==> config.mk <==
export PLATFORM = sky130hd
export DESIGN_NAME = fifo_out_flat
export DESIGN_NICKNAME = d
export VERILOG_FILES = /design/src/rtl/aes_fifo_pkg.sv /design/src/rtl/fifo_out_if.sv /design/src/rtl/fifo_ptr_ctrl.sv /design/src/rtl/fifo_out.sv /design/src/flat_wrapper.sv
export SDC_FILE = /design/constraint.sdc
export NUM_CORES = 1
export LEC_CHECK = 0
export ABC_AREA = 1
export BUFFER_PORTS_ARGS = -buffer_cell sky130_fd_sc_hd__buf_2
export CAP_MARGIN = 5
export CORE_ASPECT_RATIO = 1.1
export CORE_MARGIN = 4
export CORE_UTILIZATION = 61
export DETAILED_ROUTE_END_ITERATION = 6
export GPL_TIMING_DRIVEN = 0
export HOLD_SLACK_MARGIN = 0.02
export PLACE_DENSITY = 0.88
export SLEW_MARGIN = 20
export SYNTH_ARGS = -nofsm -noshare
export SYNTH_HDL_FRONTEND = slang
export SYNTH_HIERARCHICAL = 1
export SYNTH_SLANG_ARGS = --single-unit
==> constraint.sdc <==
create_clock -name clk -period 17.8 [get_ports clk]
set_input_delay 1.78 -clock clk [delete_from_list [all_inputs] [get_ports clk]]
set_output_delay 1.78 -clock clk [all_outputs]
set_load 0.03 [all_outputs]
==> src/rtl/aes_fifo_pkg.sv <==
// Shared widths and types for the AES block/word FIFOs (fifo_in, fifo_out).
package aes_fifo_pkg;
  localparam int WORD_W          = 32;
  localparam int BLOCK_W         = 128;
  localparam int WORDS_PER_BLOCK = 4;

  typedef logic [WORD_W-1:0]  word_t;
  typedef logic [BLOCK_W-1:0] block_t;
endpackage

==> src/rtl/fifo_out_if.sv <==
// Block-in / word-out bus bundle for fifo_out; FIFO_OUT_ERR_EN adds sticky error flags.
interface fifo_out_if #(
  parameter int DEPTH = 2
);
  import aes_fifo_pkg::*;

  localparam int AVAIL_W = $clog2(4 * DEPTH) + 1;

  logic               write_en;
  block_t             data_in;
  logic               read_en;
  word_t              data_out;
  logic               fifo_empty;
  logic               fifo_full;
  logic [AVAIL_W-1:0] words_avail;
`ifdef FIFO_OUT_ERR_EN
  logic               overflow;
  logic               underflow;

  modport master (
    output write_en, data_in, read_en,
    input  data_out, fifo_empty, fifo_full, words_avail, overflow, underflow
  );
  modport slave (
    input  write_en, data_in, read_en,
    output data_out, fifo_empty, fifo_full, words_avail, overflow, underflow
  );
`else
  modport master (
    output write_en, data_in, read_en,
    input  data_out, fifo_empty, fifo_full, words_avail
  );
  modport slave (
    input  write_en, data_in, read_en,
    output data_out, fifo_empty, fifo_full, words_avail
  );
`endif
endinterface

==> src/rtl/fifo_ptr_ctrl.sv <==
// Wrap-bit read/write pointer pair with full/empty flags; shared by fifo_in and fifo_out.
module fifo_ptr_ctrl #(
  parameter int ADDR_W = 1
) (
  input  logic            clk,
  input  logic            n_rst,
  input  logic            wr_inc,
  input  logic            rd_inc,
  output logic [ADDR_W:0] wr_ptr,
  output logic [ADDR_W:0] rd_ptr,
  output logic            empty,
  output logic            full
);
  always_ff @(posedge clk or negedge n_rst) begin
    if (!n_rst) begin
      wr_ptr <= '0;
      rd_ptr <= '0;
    end else begin
      if (wr_inc) wr_ptr <= wr_ptr + 1'b1;
      if (rd_inc) rd_ptr <= rd_ptr + 1'b1;
    end
  end

  // Same index with differing wrap bits means the writer is one full lap ahead.
  assign empty = (wr_ptr == rd_ptr);
  assign full  = (wr_ptr[ADDR_W] != rd_ptr[ADDR_W]) &&
                 (wr_ptr[ADDR_W-1:0] == rd_ptr[ADDR_W-1:0]);
endmodule

==> src/rtl/fifo_out.sv <==
// 128-bit block in, 32-bit words out MSW first, first-word-fall-through, 1 cycle write-to-read.
// Optional FIFO_OUT_ERR_EN adds sticky overflow/underflow flags; otherwise dropped ops are silent.
module fifo_out
  import aes_fifo_pkg::*;
#(
  parameter int DEPTH = 2
) (
  input  logic       clk,
  input  logic       n_rst,
  fifo_out_if.slave  bus
);
  localparam int ADDR_W  = $clog2(DEPTH);
  localparam int AVAIL_W = ADDR_W + 3;

  logic [ADDR_W:0] wr_ptr;
  logic [ADDR_W:0] rd_ptr;
  logic            empty;
  logic            full;
  logic [1:0]      word_sel;
  logic            wr_acc;
  logic            rd_acc;
  logic            rd_pop;
  block_t          mem [DEPTH];
  block_t          head;
  logic [ADDR_W:0] occ;

  // Both operations qualify against pre-edge flags, so a read that frees the
  // last slot does not let a same-edge write in.
  assign wr_acc = bus.write_en && !full;
  assign rd_acc = bus.read_en && !empty;
  assign rd_pop = rd_acc && (word_sel == 2'd3);

  fifo_ptr_ctrl #(
    .ADDR_W (ADDR_W)
  ) u_ptr (
    .clk    (clk),
    .n_rst  (n_rst),
    .wr_inc (wr_acc),
    .rd_inc (rd_pop),
    .wr_ptr (wr_ptr),
    .rd_ptr (rd_ptr),
    .empty  (empty),
    .full   (full)
  );

  always_ff @(posedge clk or negedge n_rst) begin
    if (!n_rst) begin
      word_sel <= 2'd0;
    end else if (rd_acc) begin
      word_sel <= word_sel + 2'd1;
    end
  end

  always_ff @(posedge clk) begin
    if (wr_acc) mem[wr_ptr[ADDR_W-1:0]] <= bus.data_in;
  end

  assign head = mem[rd_ptr[ADDR_W-1:0]];

  always_comb begin
    bus.data_out = '0;
    if (!empty) begin
      case (word_sel)
        2'd0:    bus.data_out = head[127:96];
        2'd1:    bus.data_out = head[95:64];
        2'd2:    bus.data_out = head[63:32];
        default: bus.data_out = head[31:0];
      endcase
    end
  end

  assign occ             = wr_ptr - rd_ptr;
  assign bus.words_avail = {occ, 2'b00} - AVAIL_W'(word_sel);
  assign bus.fifo_empty  = empty;
  assign bus.fifo_full   = full;

`ifdef FIFO_OUT_ERR_EN
  logic overflow_q;
  logic underflow_q;

  always_ff @(posedge clk or negedge n_rst) begin
    if (!n_rst) begin
      overflow_q  <= 1'b0;
      underflow_q <= 1'b0;
    end else begin
      if (bus.write_en && full) overflow_q  <= 1'b1;
      if (bus.read_en && empty) underflow_q <= 1'b1;
    end
  end

  assign bus.overflow  = overflow_q;
  assign bus.underflow = underflow_q;
`endif
endmodule

==> src/flat_wrapper.sv <==
// flat-port wrapper written by rule: the top's interface ports become plain ports
module fifo_out_flat import aes_fifo_pkg::*;
#(
  parameter int DEPTH = 2
)
  (clk, n_rst, bus_write_en, bus_data_in, bus_read_en, bus_data_out, bus_fifo_empty, bus_fifo_full, bus_words_avail);
  fifo_out_if #(.DEPTH(DEPTH)) bus_i ();
  input  logic clk;
  input  logic n_rst;
  input wire logic [$bits(bus_i.write_en)-1:0] bus_write_en;
  input wire logic [$bits(bus_i.data_in)-1:0] bus_data_in;
  input wire logic [$bits(bus_i.read_en)-1:0] bus_read_en;
  output wire logic [$bits(bus_i.data_out)-1:0] bus_data_out;
  output wire logic [$bits(bus_i.fifo_empty)-1:0] bus_fifo_empty;
  output wire logic [$bits(bus_i.fifo_full)-1:0] bus_fifo_full;
  output wire logic [$bits(bus_i.words_avail)-1:0] bus_words_avail;
  assign bus_i.write_en = bus_write_en;
  assign bus_i.data_in = bus_data_in;
  assign bus_i.read_en = bus_read_en;
  assign bus_data_out = bus_i.data_out;
  assign bus_fifo_empty = bus_i.fifo_empty;
  assign bus_fifo_full = bus_i.fifo_full;
  assign bus_words_avail = bus_i.words_avail;
  fifo_out #(.DEPTH(DEPTH)) u_core (.clk(clk), .n_rst(n_rst), .bus(bus_i));
endmodule
==> results of run 1 <==
==> worst max-delay path by stage <==
| stage | endpoint | slack (ns) | cells past startpoint |
|---|---|---|---|
| floorplan | u_core/mem[1][0]$_DFFE_PP_ | 6.57 | 2 |
| global placement | u_core/mem[0][7]$_DFFE_PP_ | 2.04 | 3 |
| detailed placement | u_core/mem[1][7]$_DFFE_PP_ | 13.77 | 8 |
| CTS | bus_data_out[29] | 13.35 | 9 |
| global route | bus_data_out[29] | 13.20 | 9 |
| finish | bus_data_out[29] | 13.35 | 9 |
==> power groups by stage <==
stage                     combinational [mW]  clock (mW)  sequential (mW)
after global routing                    1.28       0.597            0.929
after global placement                  1.08           0             1.01
after detailed placement                1.17           0            0.929
final                                   1.19       0.563            0.920
after CTS                               1.18       0.571            0.918
after floorplan                        0.766           0            0.974
==> cell type report <==
class / count / share of cell area (%)
diodes: 7 / 0.134
plain buffers: 45 / 2.16
clock buffers: 35 / 5.55
clock inverters: 13 / 1.22
inverters: 78 / 2.24
multi-input cells: 556 / 18.1
flip-flops and latches: 262 / 59.9
well taps: 234 / 2.24
repair buffers: 200 / 8.44
==> worst reg2reg max path, cell delays in order, from the launching register on <==
cell and delay, ns:
sky130_fd_sc_hd__dfrtp_1 0.48, sky130_fd_sc_hd__inv_1 0.16, sky130_fd_sc_hd__nand2_1 0.06, sky130_fd_sc_hd__nand2_1 0.05
sky130_fd_sc_hd__nor2_1 0.08, sky130_fd_sc_hd__nor3_2 0.76, sky130_fd_sc_hd__buf_4 0.34, sky130_fd_sc_hd__buf_6 0.17
sky130_fd_sc_hd__buf_4 0.21, sky130_fd_sc_hd__buf_4 0.19, sky130_fd_sc_hd__buf_4 0.19
==> cells in the mapped netlist, types with 5 or more instances <==
master / number / area (µm²)
sky130_fd_sc_hd__xor2_1: 8 / 70.1
sky130_fd_sc_hd__ha_1: 6 / 75.1
sky130_fd_sc_hd__nand2_1: 401 / 1510
sky130_fd_sc_hd__nor2_1: 5 / 18.8
sky130_fd_sc_hd__buf_2: 16 / 80.1
sky130_fd_sc_hd__nand3_1: 33 / 165
sky130_fd_sc_hd__dfrtp_1: 6 / 150
sky130_fd_sc_hd__edfxtp_1: 256 / 7690
sky130_fd_sc_hd__inv_1: 76 / 285
sky130_fd_sc_hd__clkbuf_1: 9 / 33.8
sky130_fd_sc_hd__a21oi_1: 97 / 485
sky130_fd_sc_hd__buf_6: 5 / 56.3
sky130_fd_sc_hd__buf_4: 15 / 113
==> logic make-up (layout without fill, tap and decap cells) <==
kind of cell	after synthesis	after routing
adder cells (fa/ha/maj)	6	6
flip-flops	262	262
other	0	7
AND/OR/NAND/NOR	442	442
buffers and inverters	123	371
AO/OA/AOI/OAI	98	98
XOR/XNOR	10	10
==> sequential cells by signal, indices dropped and copies added, names as in the netlist <==
signal               flops
u_core/mem             256
u_core/u_ptr/wr_ptr      2
u_core/word_sel          2
u_core/u_ptr/rd_ptr      2
==> routing by layer <==
metal	share of wire, %	up-vias	wire [µm]	GRT usage (%)
met5	0.078	-	21	0
met3	9.8	94	2670	5.51
met2	50	514	13600	46.0
met1	35	3620	9530	32.9
li1	-	3590	-	-
met4	4.5	4	1230	12.9
==> through the flow <==
step | utilization [%] | setup slack, ns
floorplan | - | 6.57
global placement | 69.3 | 2.04
detailed placement | 70.8 | 13.77
CTS | 76.0 | 13.35
global route | 76.1 | 13.20
finish | 76.1 | 13.35
==> flow_metrics.tcl, run 1 <==
set metrics [dict create \
    routabilityCongestion 0.884 \
    max_cap_violations 0 \
    synth_top_family_by_area "simple AND/OR/NAND/NOR gates" \
    worstSkewPairLatency_ns 0.52 \
    synth-edff-count 256 \
    critPathLaunchType "register" \
    finish.net_count 1307 \
    drt_pass1_iterations 6 \
    all_layer_global_routing_usage_pct 26.9 \
    sequential_fraction_of_the_synthesis_area_pct 72.7 \
    place.detailed.instances 1375 \
    timing.critical_path.required_ns 16.02 \
    globalRoute.totalOverflow 0 \
    avgViaCountPerCell 5.47 \
    path_delay_family "buffers and inverters" \
    initial_core_util_pct 62.6 \
    grt_first_pass_wirelength_mm 41.0 \
    totalNegativeSetupSlack_ns 0 \
    setup.worst_path.end_class "primary output" \
    cp-startpoint "u_core/u_ptr/wr_ptr[1]$_DFFE_PN0P_" \
    postSynthRegisterBits 262 \
    cts.sinks 262 \
    final_design_area_no_fill_um2 13100 \
    syn-num-nets 1079 \
    avgRoutedWirePerCell_um 18.9 \
    irDropWorstVdd_mv 0.164 \
    fillerInstances 1092 \
    worstPathCellList "inv_1, nand2_1, nand2_1, nor2_1, inv_1, clkbuf_1, nand2_1, a21oi_1, buf_2" \
    critPathMaxFanout 10 \
    most_used_dff_post_synth "sky130_fd_sc_hd__edfxtp_1" \
    timing.final.crit_share_pct 25.0 \
    total_power_mw 2.67 \
    ff2ff_setup_slack_ns 14.81 \
    drtIter0Drc 865 \
    power_frac_seq_pct 34.4 \
    post_synth_and_or_nand_nor_area_fraction_pct 15.8 \
    slew_margin_rel_pct 39.1 \
    combPwrFrac_pct 44.5 \
    clock.fmax_ghz 0.225 \
    post_cts_resized 0 \
    postCtsHoldBufs 0 \
    synth_cells 941 \
    areaGrowthSynthToFinish_pct 21.4 \
    row_count 50 \
    tritoncts.num_buffers 26 \
    p_switching_mw 1.12 \
    cts.path.max_buffers 3 \
    fp.dieW_um 135 \
    synth-warning-count 6 \
    share_of_cells_above_drive_strength_1_pct 23.1 \
    drtAntennaViolNets 0 \
    yosys-mux-area-fraction_pct 0 \
    crit-reg2reg-capture "u_core/mem[1][7]$_DFFE_PP_" \
    die_h_um 147 \
    intPower_mw 1.55 \
    post_cts_buffers 0 \
    finalHoldWorstSlack_ns 0.618 \
    setup-violations-final 0 \
    count_of_vias_placed_by_the_detailed_router 7822 \
    finalMaxSlewViolations 0 \
    worst_setup_hold_path_clk_slew_ns 0.06 \
    h-tree-depth 1 \
    clock_skew_ns 0.0116 \
    clock_tree.root_cell "sky130_fd_sc_hd__clkbuf_16" \
    run_status "completed" \
    fp.dieArea_um2 19900 \
    worstMarginPinSlew_ns 0.908 \
    grt_start_max_net_pins 16 \
    grt_antenna_before_repair 9 \
    finalCriticalPeriod_ns 4.45 \
    multi_input_area_um2 2370 \
    holdPathStages 1 \
    hold_viol 0 \
    synth_cell_types 18 \
    cp_num_buf_inv 4 \
    cpMaxStageDelayCell "sky130_fd_sc_hd__dfrtp_1" \
    detailed_route_wire_length_mm 27.1 \
    timing.hold.worst.start "u_core/u_ptr/rd_ptr[0]$_DFFE_PN0P_" \
    power_per_cell_area_nw_per_um2 204 \
    path_type_of_the_worst_setup_path "reg -> out" \
    syn_area_per_cell_um2 11.5 \
    dpl-instance-area_um2 12200 \
    tritoncts "built" \
    power.clock.fraction_pct 21.1 \
    cp_slowest_stage_delay_ns 0.48 \
    synth_adder_area_share_pct 0.697 \
    regToRegStartpoint "u_core/u_ptr/wr_ptr[1]$_DFFE_PN0P_" \
    hold_crit_path_type "reg -> reg" \
    layout.cells.most_common_list "sky130_fd_sc_hd__nand2_1, sky130_fd_sc_hd__edfxtp_1, sky130_fd_sc_hd__buf_2, sky130_fd_sc_hd__a21oi_1, sky130_fd_sc_hd__inv_1" \
    reg2reg_depth 10 \
    rsz_0062_raised_after_global_routing "no" \
    i_o_pin_total 170 \
    synthesis.area_um2 10800 \
    ff_latch_area_um2 7840 \
    async_flop_share_pct 2.29 \
    commonest_non_fill_non_tap_cell_in_the_layout "sky130_fd_sc_hd__nand2_1" \
    io_buffer_count 169 \
    first_global_vias 8027 \
    crit_top_cell "sky130_fd_sc_hd__nand2_1" \
    crit_arrival_ns 2.67 \
    synth_compound_gate_area_share_pct 4.58 \
    place.detailed.hpwl_mm 18.8 \
    yosys.area_share.xor_xnor_pct 0.813 \
    power.static_leakage_nw 5.59 \
    number_of_drc_violations_after_detailed_routing 0 \
    swShare_pct 41.9 \
    hold_worst_path_end "u_core/u_ptr/rd_ptr[0]$_DFFE_PN0P_" \
    stdcell_count 1430 \
    floorplan_core_area_um2 17200 \
]
(Power assumes the default switching activity.)
==> run 2: changes to the inputs <==
Settings changed: CORE_UTILIZATION 61 to 56, PLACE_DENSITY 0.88 to 0.82.
Clock period 17.8 ns to 4.46 ns, I/O delays scaled along.
==> run 2 against run 1 <==
Non-clock buffer count is 11 lower. Core utilization fell by 5.8 points. Setup slack got worse by 12 ns. Largest power group unchanged. Flip-flop and latch count stayed put. Critical path depth stayed put. Die area is 8.4% higher. Cell count down 0.28%. Combinational power rose to 4.0 times the previous value. Via count down 2.7%. Register-to-register slack got worse by 13 ns. Power grew to 3.9 times the previous value. Global-route usage fell by 2.9 points.
==> flow_metrics.tcl, run 2 (synthesis results as in run 1) <==
set metrics [dict create \
    run_status "completed" \
    avgRoutedWirePerCell_um 18.4 \
    all_layer_global_routing_usage_pct 24.0 \
    crit_arrival_ns 2.69 \
    share_of_cells_above_drive_strength_1_pct 22.6 \
    finish.utilization_pct 70.3 \
    grt_first_pass_wirelength_mm 40.4 \
    finalMaxSlewViolations 0 \
    setup-violations-final 0 \
    die_h_um 153 \
    clock_skew_ns 0.00827 \
    place.detailed.hpwl_mm 18.2 \
    max_cap_violations 0 \
    grt_antenna_before_repair 6 \
    hold_viol 0 \
    h-tree-depth 1 \
    avgViaCountPerCell 5.34 \
    fp.dieArea_um2 21500 \
    critPathLaunchType "register" \
    count_of_vias_placed_by_the_detailed_router 7612 \
    irDropWorstVdd_mv 0.767 \
    routabilityCongestion 0.852 \
    commonest_non_fill_non_tap_cell_in_the_layout "sky130_fd_sc_hd__nand2_1" \
    clock.fmax_ghz 0.319 \
    globalRoute.totalOverflow 0 \
    cts.path.max_buffers 3 \
    fillerInstances 1278 \
    areaGrowthSynthToFinish_pct 21.8 \
    grt_start_max_net_pins 18 \
    worst_setup_hold_path_clk_slew_ns 0.06 \
    post_cts_buffers 0 \
    worst_slack_ns 1.33 \
    finalCriticalPeriod_ns 3.13 \
    critPathMaxFanout 10 \
    io_buffer_count 169 \
    flip_flop_count_of_the_largest_register_after_layout 256 \
    worstMarginPinSlew_ns 0.681 \
    i_o_pin_total 170 \
    post_cts_resized 0 \
    power.static_leakage_nw 5.57 \
    floorplan_core_area_um2 18700 \
    setup.worst_path.end_class "primary output" \
    timing.final.crit_share_pct 70.3 \
    tritoncts "built" \
    detailed_route_wire_length_mm 26.3 \
    drtIter0Drc 737 \
    drtAntennaViolNets 0 \
    row_count 52 \
    hold_crit_path_type "in -> reg" \
    initial_core_util_pct 57.7 \
    dp_worst_setup_slack_ns 1.89 \
    timing.critical_path.required_ns 4.01 \
    postCtsHoldBufs 1 \
    power_per_cell_area_nw_per_um2 802 \
    layout.cells.most_common_list "sky130_fd_sc_hd__nand2_1, sky130_fd_sc_hd__edfxtp_1, sky130_fd_sc_hd__buf_2, sky130_fd_sc_hd__a21oi_1, sky130_fd_sc_hd__inv_1" \
    slew_margin_rel_pct 54.6 \
    rsz_0062_raised_after_global_routing "no" \
    drt_pass1_iterations 5 \
    finish.net_count 1296 \
    number_of_drc_violations_after_detailed_routing 0 \
    path_type_of_the_worst_setup_path "reg -> out" \
    fp.dieW_um 140 \
    first_global_vias 7681 \
    tritoncts.num_buffers 26 \
    clock_tree.root_cell "sky130_fd_sc_hd__clkbuf_16" \
    worstSkewPairLatency_ns 0.52 \
    cts.sinks 262 \
]
==> run 2: changes by cell type in the layout (fill, tap and decap cells not counted), moves of 3 or more <==
cell                       before  now
sky130_fd_sc_hd__buf_6         12    8
sky130_fd_sc_hd__buf_8          0   11
sky130_fd_sc_hd__buf_4         39   15
sky130_fd_sc_hd__clkinv_1       7    4
sky130_fd_sc_hd__clkinv_2       1    9
sky130_fd_sc_hd__buf_16         0    5
==> run 2: path summary, 6_finish.rpt <==
path                       depth (start not counted)                          startpoint  slack, ns                            endpoint
max reg2reg                                        9  u_core/u_ptr/rd_ptr[1]$_DFFE_PN0P_       1.88         u_core/mem[0][41]$_DFFE_PP_
max                                                9  u_core/u_ptr/rd_ptr[1]$_DFFE_PN0P_       1.33                    bus_data_out[25]
min in group asynchronous                          2                               n_rst       0.29  u_core/u_ptr/rd_ptr[1]$_DFFE_PN0P_
min                                                1                      bus_data_in[8]       0.11          u_core/mem[0][8]$_DFFE_PP_
min reg2reg                                        1  u_core/u_ptr/wr_ptr[0]$_DFFE_PN0P_       0.63  u_core/u_ptr/wr_ptr[0]$_DFFE_PN0P_
max in group asynchronous                          2                               n_rst       4.02  u_core/u_ptr/wr_ptr[0]$_DFFE_PN0P_
==> run 2: metrics by stage <==
| stage | total power, mW | setup TNS, ns | cell area (µm²) | instances | hold slack, ns |
|---|---|---|---|---|---|
| after detailed placement | 8.45 | 0 | 12300 | 1372 | 0.282 |
| after global routing | 11.1 | 0 | 13100 | 1425 | 0.0911 |
| after CTS | 10.5 | 0 | 13100 | 1420 | 0.0965 |
| after floorplan | 6.84 | -489.84 | 10800 | 941 | 0.150 |
| after global placement | 8.22 | -1105.82 | 11900 | 1353 | 0.277 |
| final | 10.5 | 0 | 13100 | 1426 | 0.113 |
==> run 2: layout make-up <==
type	count	area (µm²)	area share, %
Timing Repair Buffer	189	1190	9.09
Antenna cell	6	15.0	0.114
Inverter	78	293	2.23
Buffer	45	283	2.15
Tap cell	243	304	2.32
Clock inverter	15	120	0.915
Multi-Input combinational cell	556	2380	18.2
Clock buffer	32	694	5.29
Sequential cell	262	7840	59.7
==> run 2: worst max-delay path: stages, from the launching register on <==
cell and delay, ns:
sky130_fd_sc_hd__dfrtp_1 0.47, sky130_fd_sc_hd__inv_1 0.17, sky130_fd_sc_hd__nand2_1 0.09, sky130_fd_sc_hd__nand2_1 0.08, sky130_fd_sc_hd__nor2_1 0.06, sky130_fd_sc_hd__inv_1 0.25, sky130_fd_sc_hd__clkbuf_1 0.46, sky130_fd_sc_hd__nand2_1 0.19
sky130_fd_sc_hd__a21oi_1 0.18, sky130_fd_sc_hd__buf_2 0.24
==> run 2: routing by layer <==
| metal | wire length, µm | part of all wire, % | vias to the layer above | track usage [%] |
|---|---|---|---|---|
| met2 | 13200 | 50 | 356 | 40.9 |
| met4 | 813 | 3.1 | 4 | 8.68 |
| met3 | 2440 | 9.3 | 57 | 4.63 |
| met1 | 9770 | 37 | 3616 | 30.7 |
| li1 | - | - | 3579 | - |
| met5 | 27 | 0.10 | - | 0 |
==> run 2: report_power, final <==
| group | switching (mW) | internal [mW] | leakage, nW |
|---|---|---|---|
| Clock | 0.852 | 1.22 | 0.408 |
| Combinational | 3.36 | 1.44 | 2.72 |
| Sequential | 0.202 | 3.46 | 2.44 |
| Total | 4.41 | 6.12 | 5.57 |
==> run 3: changes to the inputs <==
Settings changed: CORE_UTILIZATION 56 to 51, PLACE_DENSITY 0.82 to 0.79.
Clock period 4.46 ns to 2.7 ns, I/O delays scaled along.
==> run 3 against run 2 <==
Sequential power increased by 66%. Combinational power up 80%. Via count is 11% higher. Global-route usage is 2.2 points higher. Clock skew is 0.015 ns higher.
==> flow_metrics.tcl, run 3 (synthesis results as in run 1) <==
set metrics [dict create \
    globalRoute.totalOverflow 0 \
    critPathLaunchType "register" \
    run_status "completed" \
    h-tree-depth 1 \
    slew_margin_rel_pct 56.2 \
    grt_antenna_before_repair 2 \
    max_cap_violations 0 \
    avgViaCountPerCell 5.38 \
    finalMaxSlewViolations 0 \
    cts.path.max_buffers 3 \
    count_of_vias_placed_by_the_detailed_router 8448 \
    stdcell_count 1570 \
    fp.dieArea_um2 23500 \
    commonest_non_fill_non_tap_cell_in_the_layout "sky130_fd_sc_hd__nand2_1" \
    initial_core_util_pct 52.2 \
    timing.hold.worst.start "bus_read_en" \
    share_of_cells_above_drive_strength_1_pct 22.6 \
    regToRegStartpoint "u_core/u_ptr/wr_ptr[1]$_DFFE_PN0P_" \
    final_design_area_no_fill_um2 14700 \
    finalHoldWorstSlack_ns 0.105 \
    fp.dieW_um 147 \
    worst_setup_hold_path_clk_slew_ns 0.06 \
    hold_crit_path_type "in -> reg" \
    power_frac_seq_pct 32.8 \
    combPwrFrac_pct 46.4 \
    dp_worst_setup_slack_ns 0.239 \
    row_count 55 \
    drtIter0Drc 765 \
    i_o_pin_total 170 \
    cp-startpoint "u_core/word_sel[1]$_DFFE_PN0P_" \
    dpl-instance-area_um2 12300 \
    power.clock.fraction_pct 20.8 \
    first_global_vias 8878 \
    worst_slack_ns 0.0479 \
    grt_first_pass_wirelength_mm 48.0 \
    grt.met3_usage_pct 4.37 \
    setup.worst_path.end_class "primary output" \
    crit_arrival_ns 2.38 \
    setup-violations-final 0 \
    routabilityCongestion 0.855 \
    critPathMaxFanout 10 \
    flip_flop_count_of_the_largest_register_after_layout 256 \
    worstMarginPinSlew_ns 0.655 \
    use_met2_pct 47.2 \
    timing.critical_path.required_ns 2.43 \
    timing.final.crit_share_pct 98.2 \
    irDropWorstVdd_mv 1.62 \
    clock_tree.root_cell "sky130_fd_sc_hd__clkbuf_16" \
    power.static_leakage_nw 6.17 \
    die_h_um 160 \
    cts.sinks 262 \
    path_type_of_the_worst_setup_path "reg -> out" \
    grtUsageMet1_pct 30.9 \
    finalCriticalPeriod_ns 2.65 \
    areaGrowthSynthToFinish_pct 36.1 \
    clock_skew_ns 0.0234 \
    intPower_mw 10.8 \
    drtAntennaViolNets 0 \
    place.detailed.hpwl_mm 18.1 \
    layout.cells.most_common_list "sky130_fd_sc_hd__nand2_1, sky130_fd_sc_hd__edfxtp_1, sky130_fd_sc_hd__buf_2, sky130_fd_sc_hd__dlygate4sd3_1, sky130_fd_sc_hd__a21oi_1" \
    worstSkewPairLatency_ns 0.54 \
    all_layer_global_routing_usage_pct 26.2 \
    swShare_pct 41.8 \
    io_buffer_count 169 \
    clock.fmax_ghz 0.377 \
    tritoncts.num_buffers 27 \
    tritoncts "built" \
    finish.net_count 1429 \
    grt_busiest_layer "met2" \
    grt_start_max_net_pins 17 \
    drt_pass1_iterations 5 \
    floorplan_core_area_um2 20600 \
    hold_viol 0 \
    number_of_drc_violations_after_detailed_routing 0 \
    place.detailed.instances 1386 \
    avgRoutedWirePerCell_um 20.0 \
    detailed_route_wire_length_mm 31.4 \
    power_per_cell_area_nw_per_um2 1270 \
    p_switching_mw 7.78 \
    totalNegativeSetupSlack_ns 0 \
]
-- run 3: cell types whose count changed in the layout (fill, tap and decap cells not counted), moves of 6 or more --
| cell | delta |
|---|---|
| sky130_fd_sc_hd__dlygate4sd3_1 | +128 |
| sky130_fd_sc_hd__clkinv_2 | -7 |
| sky130_fd_sc_hd__buf_2 | -17 |
| sky130_fd_sc_hd__buf_8 | +12 |
| sky130_fd_sc_hd__dfrtp_2 | +6 |
| sky130_fd_sc_hd__a21oi_2 | +6 |
| sky130_fd_sc_hd__buf_4 | +7 |
| sky130_fd_sc_hd__dfrtp_1 | -6 |
| sky130_fd_sc_hd__a21oi_1 | -6 |
-- run 3: metal layers --
metal	up-vias	share of wire, %
met5	-	0
met4	0	4.8
met3	117	8.3
met2	529	52
met1	3967	35
li1	3835	-
-- run 3: layout make-up --
type,instances,area [µm²]
inverter,78,293
sequential,262,7850
antenna,2,5.00
tap,256,320
multi-input combinational,556,2430
clock inverter,16,214
fill,1324,5980
timing repair buffer,321,2470
clock buffer,34,702
buffer,45,379
-- run 3: path summary, 6_finish.rpt --
| check | endpoint | slack [ns] | depth (start not counted) |
|---|---|---|---|
| min | u_core/word_sel[1]$_DFFE_PN0P_ | 0.10 | 3 |
| max in group asynchronous | u_core/u_ptr/rd_ptr[1]$_DFFE_PN0P_ | 2.39 | 2 |
| min in group asynchronous | u_core/u_ptr/wr_ptr[0]$_DFFE_PN0P_ | 0.13 | 2 |
| min reg2reg | u_core/u_ptr/wr_ptr[0]$_DFFE_PN0P_ | 0.57 | 1 |
| max reg2reg | u_core/mem[1][102]$_DFFE_PP_ | 0.27 | 10 |
| max | bus_data_out[24] | 0.05 | 9 |
-- run 3: stage by stage --
| stage | power, mW | util (%) |
|---|---|---|
| detailed placement | 13.9 | 59.4 |
| floorplan | 11.3 | - |
| CTS | 18.1 | 70.4 |
| global route | 19.5 | 71.0 |
| finish | 18.6 | 71.0 |
| global placement | 13.5 | 58.0 |
-- run 3: critical path, stage by stage, from the launching register on --
cell and delay, ns:
sky130_fd_sc_hd__dfrtp_2 0.45, sky130_fd_sc_hd__inv_2 0.10, sky130_fd_sc_hd__ha_1 0.16, sky130_fd_sc_hd__buf_6 0.17, sky130_fd_sc_hd__buf_4 0.25, sky130_fd_sc_hd__a21oi_1 0.11
sky130_fd_sc_hd__nand2_1 0.12, sky130_fd_sc_hd__nand2_1 0.11, sky130_fd_sc_hd__a21oi_2 0.19, sky130_fd_sc_hd__buf_4 0.19
-- run 3: repair_timing --
item	4_1_cts	5_1_grt
setup endpoints to repair	29	32
gates resized for setup	23	39
pin swaps	0	1
hold endpoints to repair	262	0
setup buffers	0	3
hold buffers	129	0
-- run 3: power by group through the flow --
stage / combinational, mW / sequential (mW) / clock, mW
detailed placement: 7.79 / 6.12 / 0
global route: 9.25 / 6.16 / 4.09
global placement: 7.25 / 6.28 / 0
CTS: 8.16 / 6.05 / 3.85
finish: 8.63 / 6.10 / 3.87
floorplan: 5.11 / 6.16 / 0
